`src/rtl/mem_port_arbiter_pkg.sv`:
```
// rtl/mem_port_arbiter_pkg.sv - shared types and helpers for mem_port_arbiter
package mem_arb_pkg;

  typedef enum logic {ARB_IDLE, ARB_BUSY} arb_state_t;

  localparam int MAX_REQ = 8;

  function automatic int rr_next(input int ptr, input int n);
    return (ptr + 1 >= n) ? 0 : ptr + 1;
  endfunction

endpackage

```
`src/rtl/mem_port_arbiter_rr_pick.sv`:
```
// rtl/mem_port_arbiter_rr_pick.sv - round-robin picker: first set request at or after ptr, wrapping
module rr_pick #(
  parameter int N  = 2,
  parameter int IW = 1
) (
  input  logic [N-1:0]  i_req,
  input  logic [IW-1:0] i_ptr,
  output logic          o_found,
  output logic [IW-1:0] o_idx
);

  // Walk from the far end back to ptr so the lowest distance from ptr wins last.
  always_comb begin
    int w_k;
    w_k     = 0;
    o_found = 1'b0;
    o_idx   = '0;
    for (int i = N - 1; i >= 0; i--) begin
      w_k = int'(i_ptr) + i;
      if (w_k >= N) w_k = w_k - N;
      if (i_req[IW'(w_k)]) begin
        o_found = 1'b1;
        o_idx   = IW'(w_k);
      end
    end
  end

endmodule

```
`src/rtl/mem_port_arbiter.sv`:
```
// rtl/mem_port_arbiter.sv - round-robin sharing of one native memory port
// Optional MEM_ARB_FAST_REGRANT_EN: re-arbitrate on completion with no idle bubble.
module mem_port_arbiter
  import mem_arb_pkg::*;
#(
  parameter int NUM_REQ = 2,
  parameter int ADDR_W  = 32,
  parameter int DATA_W  = 32
) (
  input  logic                         clk,
  input  logic                         resetn,
  input  logic [NUM_REQ-1:0]           req_valid,
  input  logic [NUM_REQ*ADDR_W-1:0]    req_addr,
  input  logic [NUM_REQ*DATA_W-1:0]    req_wdata,
  input  logic [NUM_REQ*DATA_W/8-1:0]  req_wstrb,
  output logic [NUM_REQ-1:0]           req_ready,
  output logic [DATA_W-1:0]            req_rdata,
  output logic                         mem_valid,
  output logic [ADDR_W-1:0]            mem_addr,
  output logic [DATA_W-1:0]            mem_wdata,
  output logic [DATA_W/8-1:0]          mem_wstrb,
  input  logic                         mem_ready,
  input  logic [DATA_W-1:0]            mem_rdata,
  output logic [$clog2(NUM_REQ)-1:0]   grant_idx
);

  localparam int IW = $clog2(NUM_REQ);
  localparam int SW = DATA_W / 8;

  arb_state_t         r_state;
  logic [IW-1:0]      r_grant;
  logic [IW-1:0]      r_ptr;
  logic [NUM_REQ-1:0] w_mask;
  logic [IW-1:0]      w_pick_ptr;
  logic               w_found;
  logic [IW-1:0]      w_idx;
  logic               w_done;

`ifdef MEM_ARB_FAST_REGRANT_EN
  // While busy the picker looks ahead for the next owner, skipping the current one.
  always_comb begin
    w_mask     = req_valid;
    w_pick_ptr = r_ptr;
    if (r_state == ARB_BUSY) begin
      w_mask     = req_valid & ~(NUM_REQ'(1) << r_grant);
      w_pick_ptr = IW'(rr_next(int'(r_grant), NUM_REQ));
    end
  end
`else
  assign w_mask     = req_valid;
  assign w_pick_ptr = r_ptr;
`endif

  rr_pick #(.N(NUM_REQ), .IW(IW)) u_pick (
    .i_req   (w_mask),
    .i_ptr   (w_pick_ptr),
    .o_found (w_found),
    .o_idx   (w_idx)
  );

  // A completion coinciding with reset is swallowed.
  assign w_done    = (r_state == ARB_BUSY) && mem_ready && resetn;
  assign req_ready = w_done ? (NUM_REQ'(1) << r_grant) : '0;
  assign req_rdata = mem_rdata;
  assign mem_valid = (r_state == ARB_BUSY);
  assign mem_addr  = req_addr[r_grant*ADDR_W +: ADDR_W];
  assign mem_wdata = req_wdata[r_grant*DATA_W +: DATA_W];
  assign mem_wstrb = req_wstrb[r_grant*SW +: SW];
  assign grant_idx = r_grant;

  always_ff @(posedge clk) begin
    if (!resetn) begin
      r_state <= ARB_IDLE;
      r_grant <= '0;
      r_ptr   <= '0;
    end else begin
      case (r_state)
        ARB_IDLE: begin
          if (w_found) begin
            r_grant <= w_idx;
            r_state <= ARB_BUSY;
          end
        end
        ARB_BUSY: begin
          if (mem_ready) begin
            r_ptr <= IW'(rr_next(int'(r_grant), NUM_REQ));
`ifdef MEM_ARB_FAST_REGRANT_EN
            if (w_found) r_grant <= w_idx;
            else         r_state <= ARB_IDLE;
`else
            r_state <= ARB_IDLE;
`endif
          end
        end
        default: r_state <= ARB_IDLE;
      endcase
    end
  end

endmodule

```
`config.mk`:
```
export PLATFORM = sky130hd
export DESIGN_NAME = mem_port_arbiter
export DESIGN_NICKNAME = d
export VERILOG_FILES = /design/src/rtl/mem_port_arbiter_pkg.sv /design/src/rtl/mem_port_arbiter_rr_pick.sv /design/src/rtl/mem_port_arbiter.sv
export SDC_FILE = /design/constraint.sdc
export NUM_CORES = 1
export LEC_CHECK = 0
export ABC_CLOCK_PERIOD_IN_PS = 1300
export BUFFER_PORTS_ARGS = -buffer_cell sky130_fd_sc_hd__buf_4
export CORE_AREA = 4 4 106 108
export DETAILED_ROUTE_END_ITERATION = 7
export DIE_AREA = 0 0 110 112
export PLACE_DENSITY = 0.48
export SYNTH_ARGS = -nofsm -noshare
export SYNTH_HDL_FRONTEND = slang
export SYNTH_SLANG_ARGS = --single-unit
```
`constraint.sdc`:
```
create_clock -name clk -period 1.3 [get_ports clk]
set_clock_uncertainty 0.05 [all_clocks]
set_input_delay 0.26 -clock clk [delete_from_list [all_inputs] [get_ports clk]]
set_output_delay 0.26 -clock clk [all_outputs]
set_load 0.005 [all_outputs]
```
=== After elaboration in Yosys (flattened, before gate mapping) ===
Index checks and enable logic that the tools add are counted.
Widths: inputs -> output; s select.

* Bits in registers: 3
* Input bits: 173
* Output and inout bits: 104
* Logic and storage cells: 36

* Add/subtract/negate cells: 4
* $lt $le $gt $ge: 5
* Shift operators: 4
* Multiplexer cells: 15
* Bitwise gates (word level): 1
* Reduce and logical (&&, ||, !) cells: 4

{| class="wikitable"
|+ Operators by type and width
! operator !! count
|-
| $shiftx 64x7->32 || 2
|-
| $mux 1 || 13
|-
| $shiftx 8x4->4 || 1
|-
| $lt 1x3->1 const B || 2
|-
| $add 1x1->2 const B || 2
|-
| $ge 2x2->1 const B || 2
|-
| $reduce_and 2->1 || 2
|-
| $ge 1x2->1 const B || 1
|-
| $logic_and 1x1->1 || 2
|-
| $mux 2 || 1
|-
| $pmux 1 s2 || 1
|-
| $shl 1x1->2 const A || 1
|-
| $sub 1x1->1 const B || 2
|-
| $not 1->1 || 1
|}

=== Logic depth before layout (Yosys ltp) ===
Gate-level depths: netlist of the first run.

* Depth in word-level cells: 10
* Gate-level depth with buffers: 4
* Mapped depth without buffers: 2

=== By module ===
From an unflattened synthesis of the first run, not the netlist that was laid out.

* Cells, all modules: 125
* Area, all modules: 1,539.0 um^2

{| class="wikitable"
|+ Modules (own cells, without submodules)
! module !! times used !! cells each !! area each (um^2) !! seq. area each (um^2)
|-
| mem_port_arbiter || 1 || 123 || 1,525.2 || 60.1
|-
| rr_pick || 1 || 2 || 13.8 || 0.0
|}

=== Least setup slack after synthesis of the first run ===
OpenSTA, ideal clock, no wires.

* Path kind: register -> output
* Start: register r_grant, in the netlist grant_idx
* End: output mem_addr[10]
* Data arrival time: 0.995 ns
* Data required time: 0.990 ns
* Path slack: -0.005 ns
* Cell stages (with the launch flop): 4
* Path buffers: 2
* Cell sequence: dfxtp_1 > buf_6 > buf_6 > mux2_4

* Word-level cells in the longest chain between the ends: 1

{| class="wikitable"
|+ RTL lines
! what !! line !! source
|-
| from (decl) || mem_port_arbiter.sv:31 || <nowiki>logic [IW-1:0] r_grant;</nowiki>
|-
| from (signal assigned) || mem_port_arbiter.sv:80 || <nowiki>r_grant <= w_idx;</nowiki>
|-
| $shiftx 64x7->32 || mem_port_arbiter.sv:66 || <nowiki>assign mem_addr = req_addr[r_grant*ADDR_W +: ADDR_W];</nowiki>
|-
| to (decl) || mem_port_arbiter.sv:19 || <nowiki>output logic [ADDR_W-1:0] mem_addr,</nowiki>
|}

No other way between the ends.

=== Worst setup path after layout of the first run ===
* Start: register r_grant, in the netlist grant_idx
* End: output mem_wdata[9]

* Word-level cells in the longest chain between the ends: 1

{| class="wikitable"
|+ RTL lines
! what !! line !! source
|-
| $shiftx 64x7->32 || mem_port_arbiter.sv:67 || <nowiki>assign mem_wdata = req_wdata[r_grant*DATA_W +: DATA_W];</nowiki>
|-
| to (decl) || mem_port_arbiter.sv:20 || <nowiki>output logic [DATA_W-1:0] mem_wdata,</nowiki>
|}

No other way between the ends.

==> results of run 1 <==
-- what timing repair did --
item | in CTS | in global routing
setup endpoints to repair | 71 | 71
buffers inserted | 0 | 1
resized for setup | 51 | 1
endpoints found under the hold margin | 0 | 0
-- stage by stage --
stage	cells	hold WS, ns	TNS, ns	util	area (um2)
after CTS	445	0.280	-22.39	0.320	3280
after detailed placement	441	0.426	-6.30	0.297	3040
after floorplan	122	0.359	0	-	1530
after global placement	441	0.419	-6.32	0.297	3040
final	446	0.283	-20.96	0.321	3290
after global routing	446	0.286	-23.85	0.321	3290
-- layer usage --
layer | wire length [um] | up-vias | track usage
li1 | - | 778 | -
met1 | 1810 | 709 | 0.0719
met2 | 3730 | 123 | 0.187
met3 | 884 | 12 | 0.0220
met4 | 89 | 0 | 0.0274
met5 | 0 | - | 0
-- state kept, by name (all words and copies together) (netlist names) --
name / cells
mem_valid: 1
grant_idx: 1
r_ptr: 1
-- cell type report --
class	count	area share
repair buffers	224	0.587
well taps	136	0.0518
flip-flops and latches	3	0.0194
multi-input cells	79	0.328
clock buffers	4	0.0137
-- worst max-delay path: cells and delay by family, from the launching register on --
family,cells,cell delay [ns]
flip-flops,1,0.37
buffers and inverters,2,0.36
multiplexers,1,0.33
-- cell families (layout without fill, tap and decap cells) --
logic type	after synthesis	count (layout)
compound gates	2	2
buf+inv	40	228
flops	3	3
mux	69	69
simple gates	8	8
-- power by group through the flow --
stage	clock [mW]	sequential, mW	combinational (mW)
after floorplan	0	0.102	0.385
after global placement	0	0.102	0.860
after detailed placement	0	0.102	0.868
after CTS	0.280	0.101	0.948
after global routing	0.289	0.102	0.999
final	0.268	0.101	0.935
-- worst paths after layout --
check	start	to	slack, ns
hold / removal	resetn	grant_idx$_SDFFE_PN0P_	0.28
setup reg to reg	grant_idx$_SDFFE_PN0P_	grant_idx$_SDFFE_PN0P_	0.21
setup / recovery	grant_idx$_SDFFE_PN0P_	mem_wdata[9]	-0.33
hold reg to reg	r_ptr$_SDFFE_PN0P_	grant_idx$_SDFFE_PN0P_	0.43
-- Yosys cell counts (all sizes together) --
library cell  number
o22ai              1
and3               1
buf               40
and2               1
nand2b             2
nor2               1
nand3              1
a21boi             1
nand2              2
dfxtp              3
mux2i              1
mux2              68
==> flow_summary.yaml, run 1 <==
run_status:
  status: "finished with violations"
  violations: "negative setup slack"
placement:
  portBuffers: 211
  place.gp.congestion: 0.710
  dp_worst_setup_slack_ns: -0.132
  hpwl_mm: 5.88
setup_path:
  cp_max_fo: 35
  r2r_cells: 4
  cp-end-kind: "primary output"
  critical_path.cell_chain: "buf_16 -> mux2_4 -> buf_6"
  worstPathRequired_ns: 0.99
  cp.arrival_ns: 1.32
  worst-setup-path-type: "flop to primary output"
  max_stage_delay_ns: 0.37
  slowest_stage: "dfxtp_4"
  startpoint_type: "flop"
clock_network:
  clk_pin_slew_ns: 0.03
  h-tree-depth: 1
  ctsHoldBuffers: 0
  cts_tree: "yes"
  cts_root_buf: "clkbuf_8"
  cts_sinks: 3
  clock_latency_ns: 0.21
  clockBufferDepth: 2
  cts_buffers: 3
min_path:
  min_path_cells: 3
  hold_path.class: "primary input to flop"
route:
  detail_route.wirelength_mm: 6.51
  viasPerCell: 3.64
  drc: 0
  drt_iter0_drc: 45
  drt.antenna.violating_nets: 0
  first_pass_iters: 4
  vias: 1622
  wire_per_inst_um: 14.6
floorplanning:
  start_util: 0.149
  core_area_um2: 10200
  die-height_um: 112
  io_pins: 277
  num_rows: 37
  fp.dieW_um: 110
  dieArea_um2: 12300
power_and_ir_drop:
  p_int_mw: 1.01
  vdd.ir_drop.worst_uv: 431
  power.switching_mw: 0.298
  clkPwrFrac: 0.206
  finalPower_mw: 1.30
  powerDensity_nw_per_um2: 397
  p_comb_frac: 0.717
  share_seq_of_total_power: 0.078
  switching_share: 0.228
  power.leakage_nw: 1.70
final_layout:
  seqCellArea_um2: 63.8
  nNetsFinal: 484
  layout_commonest_cell: "buf_4"
  multi_input_area_um2: 1080
  area_delta_synth_final_pct: 116
  layout-drive-gt1-share: 0.955
  nFillCells: 1058
  antennaDiodeCount: 0
  layout_common_cells: "buf_4 (169), mux2_4 (66), buf_6 (51)"
synth:
  synth_top_family_by_area: "multiplexers"
  ys_warn_count: 0
  syn_area_per_cell_um2: 12.5
  synth_area_um2: 1520
  yosysTopAreaCell: "mux2_4"
  synth_mux_area_frac: 0.673
  synth-simple-area-share: 0.0271
  synthAdderAreaFrac: 0
  synth_top_area_share: 0.651
  yosysSeqAreaShare: 0.0395
  synth-compound-area-share: 0.00905
  yosys_register_bits: 3
  yosysUniqueCellTypes: 15
  synthCells: 122
  syn_nets: 295
  yosys.area_share.xor_xnor: 0
  ys_top_cells_by_area: "mux2_4 (65%), buf_4 (16%), buf_12 (7.9%)"
timing:
  max_slew.worst_pin.slew_ns: 0.252
  fin_crit_sh: 1.25
  post-route-min-period_ns: 1.63
  slew_headroom: 0.832
  setup_violations: 71
  drv_slew: 0
  finalHoldViolCount: 0
  timing.final.ws_setup_ns: -0.325
  rsz0062_at_grt: "yes"
  fmax_mhz: 615
global_routing:
  grt_util_all_layers: 0.0869
  grt_pass1_vias: 1703
  grt_overflow_total: 0
  antenna_found_initial: 0
  grt_pass1_wl_mm: 8.49
  grt_max_degree: 36
job:
  maxCapViolations: 0
Power figures use the tool's default switching activity.
==> run 2, diff against run 1 <==
--- a/config.mk
+++ b/config.mk
@@ -11,6 +11,8 @@
 export DETAILED_ROUTE_END_ITERATION = 7
 export DIE_AREA = 0 0 110 112
 export PLACE_DENSITY = 0.48
+export RECOVER_POWER = 25
+export SKIP_LAST_GASP = 1
 export SYNTH_ARGS = -nofsm -noshare
 export SYNTH_HDL_FRONTEND = slang
 export SYNTH_SLANG_ARGS = --single-unit
==> flow_summary.yaml, run 2 (synthesis gave the netlist of run 1 again) <==
route:
  vias: 1653
  drc: 0
  detail_route.wirelength_mm: 6.92
  drt.antenna.violating_nets: 0
  first_pass_iters: 5
  viasPerCell: 3.63
  drt_iter0_drc: 32
  wire_per_inst_um: 15.2
final_layout:
  layout_commonest_cell: "buf_4"
  fin_area_um2: 3330
  utilization: 0.325
  layout-drive-gt1-share: 0.963
  layout_common_cells: "buf_4 (204), mux2_4 (66), buf_6 (21)"
  area_delta_synth_final_pct: 119
  nNetsFinal: 494
  nFillCells: 1037
  multi_input_area_um2: 1090
  antennaDiodeCount: 0
  seqCellArea_um2: 63.8
timing:
  slew_headroom: 0.919
  timing.final.ws_setup_ns: -0.341
  setup_violations: 71
  drv_slew: 0
  fmax_mhz: 609
  post-route-min-period_ns: 1.64
  rsz0062_at_grt: "yes"
  max_slew.worst_pin.slew_ns: 0.118
  fin_crit_sh: 1.26
  finalHoldViolCount: 0
min_path:
  hold_path.class: "primary input to flop"
  min-delay-start: "resetn"
floorplanning:
  dieArea_um2: 12300
  num_rows: 37
  core_area_um2: 10200
  io_pins: 277
  start_util: 0.149
  fp.dieW_um: 110
  die-height_um: 112
setup_path:
  worst-setup-path-type: "flop to primary output"
  rr_startpoint: "grant_idx$_SDFFE_PN0P_"
  cp-end-kind: "primary output"
  cp_max_fo: 12
  crit_start: "grant_idx$_SDFFE_PN0P_"
  cp.arrival_ns: 1.33
  startpoint_type: "flop"
  worstPathRequired_ns: 0.99
global_routing:
  grt_max_degree: 36
  grt_util_all_layers: 0.0858
  antenna_found_initial: 0
  grt_pass1_wl_mm: 8.42
  grt_pass1_vias: 1684
  grt_overflow_total: 0
job:
  maxCapViolations: 0
placement:
  hpwl_mm: 5.88
  place.gp.congestion: 0.710
  portBuffers: 211
  dpl_cell_area_um2: 3040
clock_network:
  cts_tree: "yes"
  ctsHoldBuffers: 0
  cts_sinks: 3
  clock_latency_ns: 0.21
  h-tree-depth: 1
  clk_pin_slew_ns: 0.03
  cts_root_buf: "clkbuf_8"
  clockBufferDepth: 2
  cts_buffers: 3
run_status:
  violations: "negative setup slack"
  status: "finished with violations"
power_and_ir_drop:
  power.leakage_nw: 1.73
  powerDensity_nw_per_um2: 385
  vdd.ir_drop.worst_uv: 437
-- run 2: cell types whose count changed in the layout (fill, tap and decap cells not counted) --
cell | previous run | this run
and3_1 | 1 | 0
buf_12 | 3 | 5
and3_4 | 0 | 1
clkbuf_16 | 0 | 2
buf_6 | 51 | 21
buf_8 | 0 | 1
nor2_1 | 1 | 0
buf_4 | 169 | 204
nor2_2 | 0 | 1
-- run 2: final timing paths --
check | to | slack, ns | cells after the start
max | mem_addr[17] | -0.34 | 4
min | mem_valid$_SDFF_PN0_ | 0.29 | 2
max reg2reg | grant_idx$_SDFFE_PN0P_ | 0.12 | 6
min reg2reg | grant_idx$_SDFFE_PN0P_ | 0.44 | 2
-- run 2: critical path, cell delays in order, from the launching register on --
cell and delay (ns):
dfxtp_4 0.38, buf_12 0.15, buf_12 0.14, mux2_4 0.30, buf_4 0.14
-- run 2: layer usage --
layer / vias to the layer above / GRT usage / part of all wire
met1: 723 / 0.0729 / 0.29
met3: 10 / 0.0232 / 0.13
met4: 0 / 0.0241 / 0.0098
met5: - / 0 / 0
li1: 799 / - / -
met2: 121 / 0.183 / 0.56
-- run 2: cell type report --
cell class | instances | area share
repair buffers | 234 | 0.590
multi-input cells | 79 | 0.327
well taps | 136 | 0.0512
flip-flops and latches | 3 | 0.0192
clock buffers | 4 | 0.0135
-- run 2: through the flow --
| stage | setup TNS [ns] | instances | hold WS [ns] | setup WS (ns) | power (mW) |
|---|---|---|---|---|---|
| after floorplan | 0 | 122 | 0.359 | 0.00543 | 0.487 |
| after global placement | -6.32 | 441 | 0.419 | -0.130 | 0.962 |
| after detailed placement | -6.30 | 441 | 0.426 | -0.132 | 0.970 |
| after CTS | -22.99 | 445 | 0.280 | -0.360 | 1.25 |
| after global routing | -24.10 | 456 | 0.289 | -0.377 | 1.37 |
| final | -21.45 | 456 | 0.292 | -0.341 | 1.28 |
-- run 2: report_power, final --
| group | switching [mW] | internal, mW | leakage, nW | total (mW) |
|---|---|---|---|---|
| Combinational | 0.229 | 0.682 | 1.68 | 0.912 |
| Sequential | 0.00505 | 0.0964 | 0.0254 | 0.101 |
| Clock | 0.0597 | 0.209 | 0.0228 | 0.269 |
-- run 2: timing repair --
item | CTS | global route
gates cloned | 0 | 5
setup buffers | 0 | 6
pin swaps | 0 | 1
endpoints found under the setup margin | 71 | 71
resized for setup | 1 | 25
